$ cat src/rtl/esn_loader_pkg.sv
// Shared constants and state encoding for the ESN weight loader.
// SEL codes select which core SRAM section a heap write targets.
package esn_loader_pkg;

   localparam logic [2:0] SEL_NONE = 3'd0;
   localparam logic [2:0] SEL_X    = 3'd1;
   localparam logic [2:0] SEL_W    = 3'd2;
   localparam logic [2:0] SEL_WIN  = 3'd3;
   localparam logic [2:0] SEL_WINB = 3'd4;
   localparam logic [2:0] SEL_WOUT = 3'd5;

   typedef enum logic [1:0] {
      IDLE,
      LOAD,
      ARM,
      RUN
   } state_t;

endpackage

$ cat src/rtl/esn_section_counter.sv
// Word index / section tracker for the heap load sequence.
// Index wraps at node_num and bumps the section on each wrap.
module esn_section_counter
   import esn_loader_pkg::*;
#(
   parameter int node_num         = 1000,
   parameter int addr_length_heap = 10
) (
   input  logic                        clk,
   input  logic                        nrst,
   input  logic                        clear,
   input  logic                        advance,
   output logic [2:0]                  section,
   output logic [addr_length_heap-1:0] index,
   output logic                        last_word
);

   localparam logic [addr_length_heap-1:0] LAST_IDX =
      addr_length_heap'(node_num - 1);

   always_ff @(posedge clk) begin
      if (nrst || clear) begin
         section <= SEL_X;
         index   <= '0;
      end else if (advance) begin
         if (index == LAST_IDX) begin
            index   <= '0;
            section <= section + 3'd1;
         end else begin
            index <= index + 1'b1;
         end
      end
   end

   assign last_word = (section == SEL_WOUT) && (index == LAST_IDX);

endmodule

$ cat src/rtl/esn_weight_loader.sv
// Streams X/W/Win/Winb/Wout into the ESN core heap, then runs the core.
// Optional running word sum output enabled by ESN_LOADER_CKSUM_EN.
module esn_weight_loader
   import esn_loader_pkg::*;
#(
   parameter int bit_length       = 32,
   parameter int node_num         = 1000,
   parameter int addr_length_heap = 10
) (
   input  logic                        clk,
   input  logic                        nrst,
   input  logic                        start,
   input  logic                        stop,
   input  logic [bit_length-1:0]       s_data,
   input  logic                        s_valid,
   output logic                        s_ready,
   output logic [bit_length-1:0]       Data_in,
   output logic [addr_length_heap-1:0] addr_inSRAM_offchip,
   output logic [2:0]                  SEL_SRAM_input,
   output logic                        EN_system_n,
   output logic                        busy,
   output logic                        done
`ifdef ESN_LOADER_CKSUM_EN
   ,
   output logic [bit_length-1:0]       cksum
`endif
);

   state_t                        state;
   state_t                        next_state;
   logic                          beat;
   logic                          go;
   logic [2:0]                    section;
   logic [addr_length_heap-1:0]   index;
   logic                          last_word;

   assign s_ready = (state == LOAD) && !stop;
   assign beat    = s_valid && s_ready;
   assign go      = (state == IDLE) && start && !stop;

   esn_section_counter #(
      .node_num         (node_num),
      .addr_length_heap (addr_length_heap)
   ) u_cnt (
      .clk       (clk),
      .nrst      (nrst),
      .clear     (go),
      .advance   (beat),
      .section   (section),
      .index     (index),
      .last_word (last_word)
   );

   always_ff @(posedge clk) begin
      if (nrst) state <= IDLE;
      else      state <= next_state;
   end

   always_comb begin
      next_state = state;
      unique case (state)
         IDLE: if (go) next_state = LOAD;
         LOAD: begin
            if (stop)                   next_state = IDLE;
            else if (beat && last_word) next_state = ARM;
         end
         ARM:  next_state = RUN;
         RUN:  if (stop) next_state = IDLE;
         default: next_state = IDLE;
      endcase
   end

   // Status flags track the state being entered so they align with it.
   always_ff @(posedge clk) begin
      if (nrst) begin
         Data_in             <= '0;
         addr_inSRAM_offchip <= '0;
         SEL_SRAM_input      <= SEL_NONE;
         EN_system_n         <= 1'b1;
         busy                <= 1'b0;
         done                <= 1'b0;
      end else begin
         SEL_SRAM_input <= beat ? section : SEL_NONE;
         if (beat) begin
            Data_in             <= s_data;
            addr_inSRAM_offchip <= index;
         end
         EN_system_n <= (next_state != RUN);
         busy        <= (next_state == LOAD) || (next_state == ARM);
         done        <= (next_state == RUN);
      end
   end

`ifdef ESN_LOADER_CKSUM_EN
   always_ff @(posedge clk) begin
      if (nrst || go) cksum <= '0;
      else if (beat)  cksum <= cksum + s_data;
   end
`endif

endmodule

$ cat config.mk
export PLATFORM = sky130hd
export DESIGN_NAME = esn_weight_loader
export DESIGN_NICKNAME = d
export VERILOG_FILES = /design/src/rtl/esn_loader_pkg.sv /design/src/rtl/esn_section_counter.sv /design/src/rtl/esn_weight_loader.sv
export SDC_FILE = /design/constraint.sdc
export NUM_CORES = 1
export LEC_CHECK = 0
export ABC_AREA = 1
export BUFFER_PORTS_ARGS = -buffer_cell sky130_fd_sc_hd__clkbuf_2
export CAP_MARGIN = 20
export CORE_ASPECT_RATIO = 0.7
export CORE_MARGIN = 2
export CORE_UTILIZATION = 52
export DETAILED_ROUTE_END_ITERATION = 7
export PLACE_DENSITY = 0.93
export SYNTH_ARGS = -nofsm -noshare
export SYNTH_HDL_FRONTEND = slang
export SYNTH_SLANG_ARGS = --single-unit
$ cat constraint.sdc
create_clock -name clk -period 3 [get_ports clk]
set_clock_uncertainty 0.1 [all_clocks]
set_input_delay 0.6 -clock clk [delete_from_list [all_inputs] [get_ports clk]]
set_output_delay 0.6 -clock clk [all_outputs]
set_load 0.02 [all_outputs]
-- Word level (Yosys, flattened, before mapping)
Cells that the tools add are included.
- register bits after elaboration: 63
- logic and storage cells: 39
- bits of input ports: 37
- multiplexer cells: 6
- bitwise logic cells: 1
- $add $sub $neg: 2
- reduce and logical (&&, ||, !) cells: 12
- equal/unequal tests: 9
- operators by type and width (kind ; number):
    $add A10 B1 Y10 const B ; 1
    $eq A10 B10 Y1 const B ; 1
    $mux W10 ; 1
    $eq A2 B2 Y1 const B ; 4
    $mux W2 ; 4
    $pmux W2 S4 ; 1
    $logic_and A1 B1 Y1 ; 6
    $eq A2 B1 Y1 const B ; 2
    $add A3 B1 Y3 const B ; 1
    $eq A3 B3 Y1 const B ; 1
    $logic_not A2 Y1 ; 1
    $logic_or A1 B1 Y1 ; 2
    $ne A2 B2 Y1 const B ; 1
    $reduce_and A2 Y1 ; 1
    $reduce_or A2 Y1 ; 1
    $logic_not A1 Y1 ; 1
    $not A1 Y1 ; 1

-- Logic depth before layout (Yosys ltp)
- word-level depth: 9
- gate-level depth with buffers: 11

-- Hierarchy
From an unflattened synthesis, not the netlist that was laid out.
- cell total of the unflattened synthesis: 312
- area total of the unflattened synthesis: 2464.9 um^2
- by module, submodules not included (module ; cells each ; area an instance (um^2) ; times used ; seq. area each (um^2)):
    esn_weight_loader ; 220 ; 1798.0 ; 1 ; 1001.0
    esn_section_counter ; 92 ; 666.9 ; 1 ; 260.2

-- Worst setup path after synthesis
OpenSTA, ideal clock, no wires.
- kind: input-to-reg
- start: input stop
- end: register busy
- arrival time: 1.605 ns
- buffers on the path: 0
- setup slack: 1.180 ns
- stages: 9
- cell sequence: nor2_4 nand3_4 nor2_2 nand2_1 nand2_1 nand2_1 ha_1 inv_1 nor2_1
- longest elaborated chain between the ends: 9
- RTL lines (item ; RTL line ; text):
    from (decl) ; esn_weight_loader.sv:13 ; input logic stop,
    $logic_not A1 Y1 ; esn_weight_loader.sv:37, esn_weight_loader.sv:39 ;
    $logic_and A1 B1 Y1 ; esn_weight_loader.sv:37 ; assign s_ready = (state == LOAD) && !stop;
    $logic_and A1 B1 Y1 ; esn_weight_loader.sv:38 ; assign beat = s_valid && s_ready;
    $logic_and A1 B1 Y1 ; esn_weight_loader.sv:65 ; else if (beat && last_word) next_state = ARM;
    $mux W2 ; esn_weight_loader.sv:65 ;
    $mux W2 ; esn_weight_loader.sv:64 ; if (stop) next_state = IDLE;
    $pmux W2 S4 * ; esn_weight_loader.sv:61 ; unique case (state)
    $eq A2 B1 Y1 / $eq A2 B2 Y1 (equally long branches) ; esn_weight_loader.sv:89 ; busy <= (next_state == LOAD) || (next_state == ARM);
    $logic_or A1 B1 Y1 * ; esn_weight_loader.sv:89 ;
    to (signal assigned) ; esn_weight_loader.sv:89 ;
    to (decl) ; esn_weight_loader.sv:21 ; output logic busy,
Every way passes the cells marked *; elsewhere a longest branch is shown, timed or not.
A chain may end at the register's enable or synchronous reset.

-- Worst setup path after layout
- start: register u_cnt.index[0]
- end: register busy
- longest elaborated chain between the ends: 8
- RTL lines (item ; RTL line ; text):
    from (decl) ; esn_section_counter.sv:14 ; output logic [addr_length_heap-1:0] index,
    from (signal assigned) ; esn_section_counter.sv:30 ; index <= index + 1'b1;
    $eq A10 B10 Y1 * ; esn_section_counter.sv:35 ; assign last_word = (section == SEL_WOUT) && (index == LAST_IDX);
    $logic_and A1 B1 Y1 * ; esn_section_counter.sv:35 ;
    $logic_and A1 B1 Y1 * ; esn_weight_loader.sv:65 ;
    $mux W2 * ; esn_weight_loader.sv:65 ;
    $mux W2 * ; esn_weight_loader.sv:64 ;
    $pmux W2 S4 * ; esn_weight_loader.sv:61 ;
    $eq A2 B1 Y1 / $eq A2 B2 Y1 (equally long branches) ; esn_weight_loader.sv:89 ;
    $logic_or A1 B1 Y1 * ; esn_weight_loader.sv:89 ;
Marked as above.

==> qor_table.md <==
| Result | This run |
|:---|:---|
| Global-route wire length before repair | 8.638 mm |
| Max Fanout on Critical Path | 6 |
| Iter 0 DRT Violations | 133 |
| Placement Rows | 20 |
| MaxCap Viol Count | 0 |
| Time the final worst path needs with I/O delays and setup | 2.075 ns |
| Result of the run | completed |
| Slowest stage cell, crit path | sky130_fd_sc_hd__dfxtp_1 |
| Final cell count without fillers | 458 |
| Unrepaired setup endpoints after global routing | false |
| Number of diodes added for antenna fixing | 0 |
| Vias in the first global route | 1977 |
| Highest Clock Rate | 482.0 MHz |
| Number of endpoints with negative hold slack in the final report | 0 |
| Final estimated routing congestion in global placement | 0.8532 |
| Number of instances in the synthesized netlist | 313 |
| LEAKAGE | 1.402 nW |
| Post-synthesis to final-layout area growth | 28.35% |
| Crit end category | flop |
| Setup total negative slack | 0 ns |
| CTS HTree Levels | 3 |
| Die W | 84.77 microns |
| Share of total power in the clock network | 0.449 |
| Crit path cell chain | ha_1 -> nand2_1 -> nor2_1 -> nand3_1 -> nor2_2 -> nand2_1 -> nand2_1 -> nand2_1 -> ha_1 -> inv_1 -> nor2_1 |
| Final core utilization | 0.7000 |
| Required time worst endpoint | 3.13 ns |
| P_int | 1.388 mW |
| Post-synth design cell area | 2375 sq um |
| Cell repeated most along the worst path | sky130_fd_sc_hd__nand2_1 |
| Top-level I/O count | 86 |
| Critical setup path kind | flop to flop |
| Buffer count from post-CTS setup fixing | 0 |
| CTS Hold Buffers Added | 0 |
| Highest ir drop seen on vdd | 0.4057 mV |
| Layout cell share with drive strength beyond 1 | 0.2705 |
| Number of placed cells counting well taps | 442 |
| Largest incremental delay on the critical path | 0.37 ns |
| WL/cell | 11.56 microns |
| # nets final | 439 |
| Largest net degree at the start of global routing | 42 |
| Yosys synthesis warning count | 0 |
| Overall Global Routing Usage | 0.2185 |
| Overall routed net length | 5.293 mm |
| Detail-routed via count per cell | 4.876 |
| Total Power | 1.789 mW |
| Initial antenna violation count | 0 |
| Via count of the routed design | 2233 |
| Proportion of power drawn by flip-flops and latches | 0.482 |
| Number of remaining DRC errors | 0 |
| Post-Synthesis Mean Instance Area | 7.587 sq um |
| Worst slew margin relative to its limit | 0.6754 |
| Share of total power in combinational logic | 0.069 |
| CTS tree | done |
| Maximum number of buffers from clock root to sink | 2 |
| Initial Utilization | 0.5454 |
| Top Family by Delay on Critical Path | simple AND/OR/NAND/NOR gates |
| Sink count of the clock tree | 63 |
| Post-synthesis net count | 354 |
| Portion of the post-synthesis area used by sequential elements | 0.5311 |
| Length of the first detailed-routing pass in iterations | 4 |
| Count of buffering cells on the critical path with inverters included | 1 |
| Switching share of power | 0.2243 |
| Antenna viol nets, final | 0 |
| Pwr dens | 587.0 nW/um^2 |
| Standard cell core area | 4354 sq um |
| Clock latency of the later-clocked register in the worst-skew pair | 0.34 ns |
| Worst endpoint data arrival time | 2.20 ns |
| Detailed-placement wirelength estimate | 3.855 mm |
| Reg clk slew, reported paths | 0.07 ns |
| Element type at the critical path start | flop |
| Flip-flop and latch count after synthesis | 63 |
| Height of the chip | 60.54 microns |
| Number of slew-limit violations in the final report | 0 |
| Fill cells | 352 |
| Cells resized by post-CTS repair | 0 |
| Path class of the lowest-slack min-delay path | flop to flop |
| Aggregate global routing overflow | 0 |
| Fraction of the cycle the final worst path needs | 0.6916 |
| CTS Root Cell | sky130_fd_sc_hd__clkbuf_8 |
| Count of different cell masters after synthesis | 22 |
| Number of clock buffers inserted by TritonCTS | 9 |
| Net Switching | 0.4014 mW |
| Actual slew at the worst max-slew pin | 0.4861 ns |
| Number of input and output port buffers inserted | 85 |
| Total of endpoints with negative setup slack in the final report | 0 |
| Area of the die | 5132 sq um |
==> worst reg2reg max path, delay by kind of cell (launching register included) <==
family                   cells  cell delay, ns
AND/OR/NAND/NOR              8            0.97
adder cells (fa/ha/maj)      2            0.47
flip-flops                   1            0.37
buffers and inverters        1            0.05
==> sequential cells by signal, indices dropped and copies added, names as in the netlist <==
register             count
done                     1
busy                     1
u_cnt.index             10
Data_in                 32
EN_system_n              1
u_cnt.section            3
addr_inSRAM_offchip     10
state                    2
SEL_SRAM_input           3
==> cells in the mapped netlist <==
| library cell | number | share of area |
|---|---|---|
| sky130_fd_sc_hd__nor2_4 | 1 | 0.0047 |
| sky130_fd_sc_hd__nor3_1 | 1 | 0.0021 |
| sky130_fd_sc_hd__inv_2 | 2 | 0.0032 |
| sky130_fd_sc_hd__nand2_1 | 30 | 0.047 |
| sky130_fd_sc_hd__buf_2 | 4 | 0.0084 |
| sky130_fd_sc_hd__buf_1 | 2 | 0.0032 |
| sky130_fd_sc_hd__o21bai_1 | 1 | 0.0032 |
| sky130_fd_sc_hd__nand3_4 | 1 | 0.0074 |
| sky130_fd_sc_hd__nor2_1 | 104 | 0.16 |
| sky130_fd_sc_hd__clkbuf_1 | 6 | 0.0095 |
| sky130_fd_sc_hd__a211oi_1 | 3 | 0.0095 |
| sky130_fd_sc_hd__nor2_2 | 1 | 0.0026 |
| sky130_fd_sc_hd__dfxtp_1 | 63 | 0.53 |
| sky130_fd_sc_hd__ha_1 | 4 | 0.021 |
| sky130_fd_sc_hd__buf_4 | 2 | 0.0063 |
| sky130_fd_sc_hd__xor2_1 | 2 | 0.0074 |
| sky130_fd_sc_hd__inv_1 | 25 | 0.040 |
| sky130_fd_sc_hd__nand3_1 | 5 | 0.011 |
| sky130_fd_sc_hd__o21ai_0 | 43 | 0.091 |
| sky130_fd_sc_hd__nand4_1 | 1 | 0.0026 |
| sky130_fd_sc_hd__a21oi_1 | 11 | 0.023 |
| sky130_fd_sc_hd__o21ai_1 | 1 | 0.0021 |
==> routing by layer <==
layer	GRT usage	routed length, microns	share of wire
met1	0.2731	2375	0.45
met5	0	0	0
met4	0.07937	31	0.0059
met3	0.09660	534	0.10
met2	0.3431	2353	0.44
==> layout by cell type (no fill, tap or decap) <==
cell type                   instances
sky130_fd_sc_hd__a211oi_1           3
sky130_fd_sc_hd__a21oi_1           11
sky130_fd_sc_hd__buf_4              3
sky130_fd_sc_hd__bufinv_16          2
sky130_fd_sc_hd__clkbuf_2          85
sky130_fd_sc_hd__clkbuf_8          10
sky130_fd_sc_hd__clkinv_2           3
sky130_fd_sc_hd__clkinv_4           1
sky130_fd_sc_hd__dfxtp_1           63
sky130_fd_sc_hd__ha_1               4
sky130_fd_sc_hd__inv_1             25
sky130_fd_sc_hd__inv_2              2
sky130_fd_sc_hd__nand2_1           30
sky130_fd_sc_hd__nand3_1            5
sky130_fd_sc_hd__nand3_4            1
sky130_fd_sc_hd__nand4_1            1
sky130_fd_sc_hd__nor2_1           104
sky130_fd_sc_hd__nor2_2             1
sky130_fd_sc_hd__nor2_4             1
sky130_fd_sc_hd__nor3_1             1
sky130_fd_sc_hd__o21ai_0           43
sky130_fd_sc_hd__o21ai_1            1
sky130_fd_sc_hd__o21bai_1           1
sky130_fd_sc_hd__xor2_1             2
==> worst paths after layout <==
| path | slack (ns) | cells after the start | start | to |
|---|---|---|---|---|
| min | 0.37 | 2 | u_cnt.section[2]$_SDFFE_PP0P_ | SEL_SRAM_input[2]$_SDFF_PP0_ |
| max | 0.93 | 11 | u_cnt.index[0]$_SDFFE_PP0P_ | busy$_SDFF_PP0_ |
| min reg2reg | 0.37 | 2 | u_cnt.section[2]$_SDFFE_PP0P_ | SEL_SRAM_input[2]$_SDFF_PP0_ |
| max reg2reg | 0.93 | 11 | u_cnt.index[0]$_SDFFE_PP0P_ | busy$_SDFF_PP0_ |
==> through the flow <==
step	cell area (sq um)	worst slack [ns]	hold WS, ns
finish	3048	0.9252	0.3686
detailed placement	2826	0.6122	0.3664
global placement	2826	0.7080	0.3585
global route	3048	0.7201	0.4034
CTS	3048	0.9328	0.3731
floorplan	2375	1.180	0.3460
==> final cells by class <==
type,count,area [sq um],share of cell area
clock inverter,6,83.83,0.02750
timing repair buffer,88,447.9,0.1470
multi-input combinational,209,947.2,0.3108
sequential,63,1261,0.4138
inverter,27,101.3,0.03325
tap,55,68.82,0.02258
clock buffer,10,137.6,0.04516
==> power groups by stage <==
stage | clock network [mW] | registers [mW] | logic [mW]
finish | 0.803 | 0.862 | 0.124
global route | 0.857 | 0.864 | 0.139
CTS | 0.817 | 0.862 | 0.124
detailed placement | 0 | 0.881 | 0.124
global placement | 0 | 0.880 | 0.121
floorplan | 0 | 0.900 | 0.0542
==> logic make-up (layout without fill, tap and decap cells) <==
family          after synthesis  in the layout  share of synthesized area
buf+inv                      41            131                    0.07007
xor+xnor                      2              2                   0.007378
simple gates                144            144                     0.2418
fa+ha+maj                     4              4                    0.02108
compound gates               59             59                     0.1286
flops                        63             63                     0.5311
Note: power is estimated with default switching activity, not from simulation.
